$ cat config.mk
export PLATFORM = sky130hd
export DESIGN_NAME = axi_mux
export DESIGN_NICKNAME = d
export VERILOG_FILES = /design/src/rtl/axi_mux_pkg.sv /design/src/rtl/axi_mux_rr_arb.sv /design/src/rtl/axi_mux.sv
export SDC_FILE = /design/constraint.sdc
export NUM_CORES = 1
export LEC_CHECK = 0
export ABC_CLOCK_PERIOD_IN_PS = 2700
export BUFFER_PORTS_ARGS = -buffer_cell sky130_fd_sc_hd__buf_4
export CORE_AREA = 2 2 122 124
export CTS_CLUSTER_DIAMETER = 50
export DETAILED_ROUTE_END_ITERATION = 12
export DIE_AREA = 0 0 124 126
export GPL_ROUTABILITY_DRIVEN = 0
export PLACE_DENSITY = 0.6
export SYNTH_ARGS = -nofsm -noshare
export SYNTH_HDL_FRONTEND = slang
export SYNTH_SLANG_ARGS = --single-unit
export TNS_END_PERCENT = 20
$ cat constraint.sdc
create_clock -name ACLK -period 2.7 [get_ports ACLK]
set_input_delay 0.27 -clock ACLK [delete_from_list [all_inputs] [get_ports ACLK]]
set_output_delay 0.27 -clock ACLK [all_outputs]
set_load 0.02 [all_outputs]
$ cat src/rtl/axi_mux_pkg.sv
// -----------------------------------------------------------------------------
// axi_mux_pkg
// Purpose : Shared AXI channel types and widths for the write-path AXI
//           multiplexer, plus a small round-robin helper.
// Contents: ID_W/ADDR_W/DATA_W/STRB_W widths, axi_mosi_t (master->slave),
//           axi_miso_t (slave->master), rr_next() pointer-wrap helper.
// -----------------------------------------------------------------------------
package axi_mux_pkg;

   localparam int unsigned ID_W   = 3;
   localparam int unsigned ADDR_W = 16;
   localparam int unsigned DATA_W = 32;
   localparam int unsigned STRB_W = DATA_W / 8;

   // Request direction: AW, W, B-ready, plus the (unused) read-side handshakes
   typedef struct packed {
      logic [ID_W-1:0]   aw_id;
      logic [ADDR_W-1:0] aw_addr;
      logic [7:0]        aw_len;
      logic              aw_valid;
      logic [DATA_W-1:0] w_data;
      logic [STRB_W-1:0] w_strb;
      logic              w_last;
      logic              w_valid;
      logic              b_ready;
      logic              ar_valid;
      logic              r_ready;
   } axi_mosi_t;

   // Response direction: AW/W readies, B response, (unused) read-side handshakes
   typedef struct packed {
      logic              aw_ready;
      logic              w_ready;
      logic [ID_W-1:0]   b_id;
      logic [1:0]        b_resp;
      logic              b_valid;
      logic              ar_ready;
      logic              r_valid;
   } axi_miso_t;

   // Next round-robin position after idx among n entries
   function automatic int unsigned rr_next(input int unsigned idx, input int unsigned n);
      return (idx + 1) % n;
   endfunction

endpackage

$ cat src/rtl/axi_mux_rr_arb.sv
// -----------------------------------------------------------------------------
// axi_mux_rr_arb
// Purpose : Round-robin arbiter for the AW channel with grant lock.
//           Combinational pick starting at the rotating pointer; once a grant
//           is stalled downstream it is frozen until the handshake completes.
// Ports   : i_clk, i_rst_n   clock / async active-low reset
//           i_req            per-input AWVALID
//           i_hold           granted AW presented but not accepted this cycle
//           i_advance        granted AW handshake this cycle
//           o_valid          a grant exists
//           o_grant, o_idx   one-hot grant and its index
// -----------------------------------------------------------------------------
module axi_mux_rr_arb
   import axi_mux_pkg::*;
#(
   parameter int unsigned INPUT_NUM = 3
) (
   input  logic                         i_clk,
   input  logic                         i_rst_n,
   input  logic [INPUT_NUM-1:0]         i_req,
   input  logic                         i_hold,
   input  logic                         i_advance,
   output logic                         o_valid,
   output logic [INPUT_NUM-1:0]         o_grant,
   output logic [$clog2(INPUT_NUM)-1:0] o_idx
);

   localparam int unsigned IDX_W = $clog2(INPUT_NUM);

   logic [IDX_W-1:0] r_ptr;
   logic [IDX_W-1:0] r_lock_idx;
   logic             r_lock;

   logic [IDX_W-1:0] w_pick;
   logic [IDX_W-1:0] w_cand;
   logic             w_found;

   always_comb begin
      w_pick  = r_ptr;
      w_cand  = r_ptr;
      w_found = 1'b0;
      for (int unsigned k = 0; k < INPUT_NUM; k++) begin
         w_cand = IDX_W'((32'(r_ptr) + k) % INPUT_NUM);
         if (!w_found && i_req[w_cand]) begin
            w_found = 1'b1;
            w_pick  = w_cand;
         end
      end
   end

   always_comb begin
      o_idx   = r_lock ? r_lock_idx : w_pick;
      o_valid = r_lock ? i_req[r_lock_idx] : w_found;
      o_grant = o_valid ? (INPUT_NUM'(1) << o_idx) : '0;
   end

   always_ff @(posedge i_clk or negedge i_rst_n) begin
      if (!i_rst_n) begin
         r_ptr      <= '0;
         r_lock     <= 1'b0;
         r_lock_idx <= '0;
      end else if (i_advance) begin
         r_ptr  <= IDX_W'(rr_next(32'(o_idx), INPUT_NUM));
         r_lock <= 1'b0;
      end else if (i_hold && !r_lock) begin
         // Freeze the grant so the presented AW stays stable until accepted
         r_lock     <= 1'b1;
         r_lock_idx <= o_idx;
      end
   end

endmodule

$ cat src/rtl/axi_mux.sv
// -----------------------------------------------------------------------------
// axi_mux
// Purpose : Write-path AXI multiplexer, INPUT_NUM upstream masters onto one
//           downstream slave. AW is round-robin arbitrated (0-cycle pass-through),
//           W bursts follow AW grant order via a grant-order FIFO, B is routed
//           back by BID range. AR/R are not supported (ARREADY=0, RVALID=0).
// Ports   : ACLK, ARESETn       clock / async active-low reset
//           s_axi_i, s_axi_o    upstream master requests / responses
//           m_axi_i, m_axi_o    downstream slave responses / merged request
//           pmu_aw_cnt_o        per-input AW handshake counters (32b each)
//           pmu_stall_o         cycles an AW was blocked by a full FIFO
// Config  : AXI_MUX_PMU_EN adds the pmu_* ports and counters; datapath is
//           identical with or without it.
// -----------------------------------------------------------------------------
module axi_mux
   import axi_mux_pkg::*;
#(
   parameter int unsigned INPUT_NUM                   = 3,
   parameter int unsigned ID_ROUTING [INPUT_NUM+1]    = '{0, 1, 2, 3},
   parameter int unsigned W_FIFO_DEPTH                = 4
) (
   input  logic                       ACLK,
   input  logic                       ARESETn,
   input  axi_mosi_t                  s_axi_i [INPUT_NUM],
   output axi_miso_t                  s_axi_o [INPUT_NUM],
   input  axi_miso_t                  m_axi_i,
`ifdef AXI_MUX_PMU_EN
   output logic [32*INPUT_NUM-1:0]    pmu_aw_cnt_o,
   output logic [31:0]                pmu_stall_o,
`endif
   output axi_mosi_t                  m_axi_o
);

   localparam int unsigned IDX_W = $clog2(INPUT_NUM);
   localparam int unsigned PTR_W = $clog2(W_FIFO_DEPTH);
   localparam int unsigned CNT_W = PTR_W + 1;

   logic [INPUT_NUM-1:0] w_aw_req;
   logic [INPUT_NUM-1:0] w_aw_grant;
   logic [IDX_W-1:0]     w_aw_idx;
   logic                 w_aw_any;
   logic                 w_aw_hold;
   logic                 w_push;
   logic                 w_pop;
   logic                 w_fifo_full;
   logic                 w_fifo_empty;
   logic [IDX_W-1:0]     w_head;
   logic [IDX_W-1:0]     w_b_idx;
   logic                 w_b_hit;
   logic                 w_unused;

   logic [IDX_W-1:0]     r_fifo [W_FIFO_DEPTH];
   logic [PTR_W-1:0]     r_wptr;
   logic [PTR_W-1:0]     r_rptr;
   logic [CNT_W-1:0]     r_count;

   always_comb begin
      for (int i = 0; i < INPUT_NUM; i++) begin
         w_aw_req[i] = s_axi_i[i].aw_valid;
      end
   end

   axi_mux_rr_arb #(
      .INPUT_NUM (INPUT_NUM)
   ) u_arb (
      .i_clk     (ACLK),
      .i_rst_n   (ARESETn),
      .i_req     (w_aw_req),
      .i_hold    (w_aw_hold),
      .i_advance (w_push),
      .o_valid   (w_aw_any),
      .o_grant   (w_aw_grant),
      .o_idx     (w_aw_idx)
   );

   assign w_fifo_full  = (r_count == CNT_W'(W_FIFO_DEPTH));
   assign w_fifo_empty = (r_count == '0);
   assign w_head       = r_fifo[r_rptr];

   // First matching ID range wins; no match means the B beat is sunk here
   always_comb begin
      w_b_hit = 1'b0;
      w_b_idx = '0;
      for (int i = 0; i < INPUT_NUM; i++) begin
         if (!w_b_hit && (32'(m_axi_i.b_id) >= ID_ROUTING[i]) &&
             (32'(m_axi_i.b_id) < ID_ROUTING[i+1])) begin
            w_b_hit = 1'b1;
            w_b_idx = IDX_W'(i);
         end
      end
   end

   always_comb begin
      m_axi_o          = '0;
      // A full FIFO blocks AW outright, even if a pop happens this cycle
      m_axi_o.aw_valid = w_aw_any && !w_fifo_full;
      m_axi_o.aw_id    = s_axi_i[w_aw_idx].aw_id;
      m_axi_o.aw_addr  = s_axi_i[w_aw_idx].aw_addr;
      m_axi_o.aw_len   = s_axi_i[w_aw_idx].aw_len;
      m_axi_o.w_valid  = !w_fifo_empty && s_axi_i[w_head].w_valid;
      m_axi_o.w_data   = s_axi_i[w_head].w_data;
      m_axi_o.w_strb   = s_axi_i[w_head].w_strb;
      m_axi_o.w_last   = s_axi_i[w_head].w_last;
      m_axi_o.b_ready  = w_b_hit ? s_axi_i[w_b_idx].b_ready : 1'b1;
   end

   always_comb begin
      for (int i = 0; i < INPUT_NUM; i++) begin
         s_axi_o[i]          = '0;
         s_axi_o[i].aw_ready = w_aw_grant[i] && !w_fifo_full && m_axi_i.aw_ready;
         s_axi_o[i].w_ready  = !w_fifo_empty && (w_head == IDX_W'(i)) && m_axi_i.w_ready;
         s_axi_o[i].b_id     = m_axi_i.b_id;
         s_axi_o[i].b_resp   = m_axi_i.b_resp;
         s_axi_o[i].b_valid  = w_b_hit && (w_b_idx == IDX_W'(i)) && m_axi_i.b_valid;
      end
   end

   assign w_push    = m_axi_o.aw_valid && m_axi_i.aw_ready;
   assign w_aw_hold = m_axi_o.aw_valid && !m_axi_i.aw_ready;
   assign w_pop     = m_axi_o.w_valid && m_axi_i.w_ready && m_axi_o.w_last;

   // Grant-order FIFO: one entry per accepted AW whose W burst is not done
   always_ff @(posedge ACLK or negedge ARESETn) begin
      if (!ARESETn) begin
         r_wptr  <= '0;
         r_rptr  <= '0;
         r_count <= '0;
         for (int i = 0; i < W_FIFO_DEPTH; i++) begin
            r_fifo[i] <= '0;
         end
      end else begin
         if (w_push) begin
            r_fifo[r_wptr] <= w_aw_idx;
            r_wptr         <= r_wptr + 1'b1;
         end
         if (w_pop) begin
            r_rptr <= r_rptr + 1'b1;
         end
         unique case ({w_push, w_pop})
            2'b10:   r_count <= r_count + 1'b1;
            2'b01:   r_count <= r_count - 1'b1;
            default: r_count <= r_count;
         endcase
      end
   end

`ifdef AXI_MUX_PMU_EN
   logic [31:0] r_pmu_aw [INPUT_NUM];
   logic [31:0] r_pmu_stall;

   always_ff @(posedge ACLK or negedge ARESETn) begin
      if (!ARESETn) begin
         r_pmu_stall <= '0;
         for (int i = 0; i < INPUT_NUM; i++) begin
            r_pmu_aw[i] <= '0;
         end
      end else begin
         if (w_push) begin
            r_pmu_aw[w_aw_idx] <= r_pmu_aw[w_aw_idx] + 32'd1;
         end
         if (w_aw_any && w_fifo_full) begin
            r_pmu_stall <= r_pmu_stall + 32'd1;
         end
      end
   end

   always_comb begin
      for (int i = 0; i < INPUT_NUM; i++) begin
         pmu_aw_cnt_o[32*i +: 32] = r_pmu_aw[i];
      end
      pmu_stall_o = r_pmu_stall;
   end
`endif

   // Read-side handshakes are accepted on the ports but intentionally ignored
   always_comb begin
      w_unused = m_axi_i.ar_ready ^ m_axi_i.r_valid;
      for (int i = 0; i < INPUT_NUM; i++) begin
         w_unused = w_unused ^ s_axi_i[i].ar_valid ^ s_axi_i[i].r_ready;
      end
   end

endmodule

==> metrics.md <==
| Metric | Value |
|---|---|
| Post-Syn Instances | 525 |
| Final worst setup slack | -0.190 ns |
| DRT iter0 DRCs | 381 |
| Bufs on Longest Clock Path | 2 |
| Final min period | 2.89 ns |
| CP cell instances | buf_6 -> ha_4 -> buf_6 -> nand2b_4 -> nor4_4 -> buf_4 -> buf_6 -> a222oi_1 -> nand3_1 -> a22o_1 -> buf_6 |
| Post-route ant nets | 0 |
| Leak | 3.25 nW |
| Cell chosen for the clock root | clkbuf_16 |
| Final WL | 17.5 mm |
| TritonCTS clock tree | built |
| Hold Vio Cnt, Final | 0 |
| Fillers | 1387 |
| R2R setup slack | -0.09 ns |
| WL per Instance | 17.6 um |
| N_diodes | 0 |
| Vias | 5266 |
| Unique masters post-synth | 57 |
| Place WS | -0.0708 ns |
| CP max-delay cell | dfrtp_1 |
| Gr usage total | 20.5% |
| Vias in the first global route | 5277 |
| Die Footprint | 15600 um2 |
| Port bufs | 293 |
| Dominant synthesized flop cell | dfrtp_1 |
| Clk_lat worst skew | 0.25 ns |
| Max FO, Critical Path | 27 |
| Tot Pwr | 11.0 mW |
| Synth Cell Area | 3890 um2 |
| Post-DP HPWL | 13.0 mm |
| Ys Warns | 0 |
| Clock skew | 0.00258 ns |
| Inserted Clock Buffers | 3 |
| Outcome | finished with violations |
| Most frequent CP cell | buf_6 |
| Final core occ | 48.3% |
| Endpoints failing setup | 37 |
| FF-to-FF Start | u_arb.r_ptr[1] |
| Via density per instance | 5.30 |
| Clk pin slew, worst setup/hold paths | 0.05 ns |
| Largest net degree at the start of global routing | 56 |
| WP data arrival | 2.62 ns |
| Gr ovfl total | 0 |
| # rows | 44 |
| Number of synthesized register bits | 20 |
| Layout cells sized above 1 | 50.4% |
| # DRC | 0 |
| Setup crit start kind | register |
| Clk sinks | 20 |
| Ports | 318 |
| R2R Path End | r_fifo[6] |
| Max Clk Rate | 346 MHz |
| R2R depth | 14 |
| Period utilization | 107% |
| Avg Cell Area, Syn | 7.42 um2 |
| Worst min-delay path class | input pin to asynchronous set/reset pin |
| Final #Nets | 1041 |
| Initial antenna violation count | 0 |
| Largest stage delay, worst path | 0.39 ns |
| EDFF count, synth | 0 |
| Area grow syn2layout | 77.5% |
| Die height | 126 um |
| RSZ-0062 raised after global routing | yes |
| Worst Setup Path Type | register to output pin |
| Failing checks | setup timing |
| PD cells | 1590 nW/um2 |
| Chip Width | 124 um |
| Max-cap violations | 0 |
| CP Capture Type | output pin |
| Max Slew Vio Count | 0 |
| # H-tree levels | 1 |
| CORE AREA | 14300 um2 |
| Critical Path RT | 2.43 ns |
| Global-route wire length before repair | 26.1 mm |
| Relative slew slack | 25.8% |
| Slew of the pin with the lowest slew margin | 1.11 ns |
| 1st-pass router iterations | 8 |
| Starting density of the core | 27.2% |
| Peak VDD IR | 964 uV |
| Sequential share of the synthesized area | 12.8% |
| FFs w/ async S/R, synth | 100% |
where the power goes:
| group | internal, mW | total (mW) | switching, mW |
|---|---|---|---|
| sequential | 0.461 | 0.603 | 0.142 |
| clock | 0.226 | 0.338 | 0.112 |
| combinational | 4.65 | 10.1 | 5.41 |
cells by family (layout without fill, tap and decap cells):
family | after synthesis | after routing | synth area share, %
buffers and inverters | 88 | 365 | 12.1
DFF | 20 | 20 | 12.8
muxes | 49 | 49 | 13.7
xor gates and xnor gates | 6 | 6 | 1.35
AOI/OAI and AO/OA | 154 | 154 | 28.5
adders and majority gates | 13 | 13 | 4.34
and+or+nand+nor | 194 | 194 | 27.1
other | 1 | 8 | 0.0963
layout by cell type, fill, tap and decap left out, types with 3 or more instances in the layout:
cell type  Yosys  layout
dfrtp_1       20      19
nor2b_1       32      29
a22o_1        28      27
nor2_1         9       7
buf_6          2      37
o21ai_0       71      65
ha_1          11       6
inv_2          2       7
nor3b_1       30      30
a21oi_1        3       3
ha_4           0       3
xnor2_1        3       3
clkbuf_16      0       5
and3_4         0       4
mux2i_1       39      39
xor2_1         3       3
mux2_4         2       3
buf_4         24     301
nor2b_2        0       3
buf_12         0       5
inv_1         12       7
mux2_2         6       5
a222oi_1      27      27
o21ai_1        3       8
nand2_1       48      47
conb_1         1       8
nand3_1       55      55
how the worst max path moves through the flow:
stage,to,slack (ns),cells after the start,from
floorplan,r_count[2],-0.11,15,u_arb.r_ptr[0]
global placement,r_count[2],0.004,11,r_rptr[0]
detailed placement,r_count[2],-0.07,11,r_rptr[0]
CTS,m_axi_o[63],-0.18,12,u_arb.r_ptr[1]
global route,m_axi_o[46],-0.27,10,u_arb.r_ptr[1]
finish,m_axi_o[60],-0.19,11,u_arb.r_ptr[1]
Yosys cell counts (12+ instances only):
master	count	share of area [%]
mux2i_1	39	10
nand3_1	55	7.1
a222oi_1	27	6.9
nand2_1	48	4.6
nor2b_1	32	5.1
nor3b_1	30	5.8
o21ai_0	71	9.1
inv_1	12	1.2
dfrtp_1	20	13
a22o_1	28	6.3
clkbuf_1	30	2.9
buf_4	24	4.6
routing by layer:
| layer | part of all wire, % | vias up | global-route usage (%) | wire length, um |
|---|---|---|---|---|
| li1 | - | 2511 | - | - |
| met1 | 36 | 2456 | 22.5 | 6320 |
| met2 | 54 | 268 | 39.4 | 9380 |
| met3 | 8.0 | 31 | 3.71 | 1400 |
| met4 | 2.2 | 0 | 5.75 | 381 |
| met5 | 0 | - | 0 | 0 |
cell type report:
class                           count  area, um2  share of cell area [%]
Timing Repair Buffer              347       2850                    41.2
Tap cell                          184        230                    3.33
Inverter                           14       52.6                   0.760
Multi-Input combinational cell    424       3190                    46.1
Sequential cell                    20        502                    7.26
Clock buffer                        4       88.8                    1.28
critical path: cells and delay by family (launching register included):
family          cells  cell delay, ns
buf+inv             5            0.74
compound gates      2            0.57
flops               1            0.39
fa+ha+maj           1            0.33
simple gates        3            0.32
through the flow:
stage	hold WS, ns	std cells	TNS [ns]	cell area, um2
floorplan	-0.0256	532	-0.203	4010
global placement	0.160	975	0	6390
detailed placement	0.169	975	-0.248	6390
CTS	0.457	990	-4.68	6800
global route	0.474	993	-8.27	6910
finish	0.435	993	-5.27	6910
flip-flops by register name, indices dropped and copies added, names as in the netlist:
signal / flops
r_fifo: 8
u_arb.r_ptr: 2
u_arb.r_lock: 1
r_rptr: 2
r_count: 3
u_arb.r_lock_idx: 2
r_wptr: 2
repair_timing:
| item | in CTS | in global routing |
|---|---|---|
| cloned | 0 | 2 |
| hold buffers | 1 | 0 |
| pin swaps | 35 | 18 |
| resized for setup | 63 | 16 |
| setup buffers | 12 | 1 |
| endpoints found under the setup margin | 40 | 48 |
| endpoints found under the hold margin | 20 | 0 |
Power figures use the tool's default switching activity.
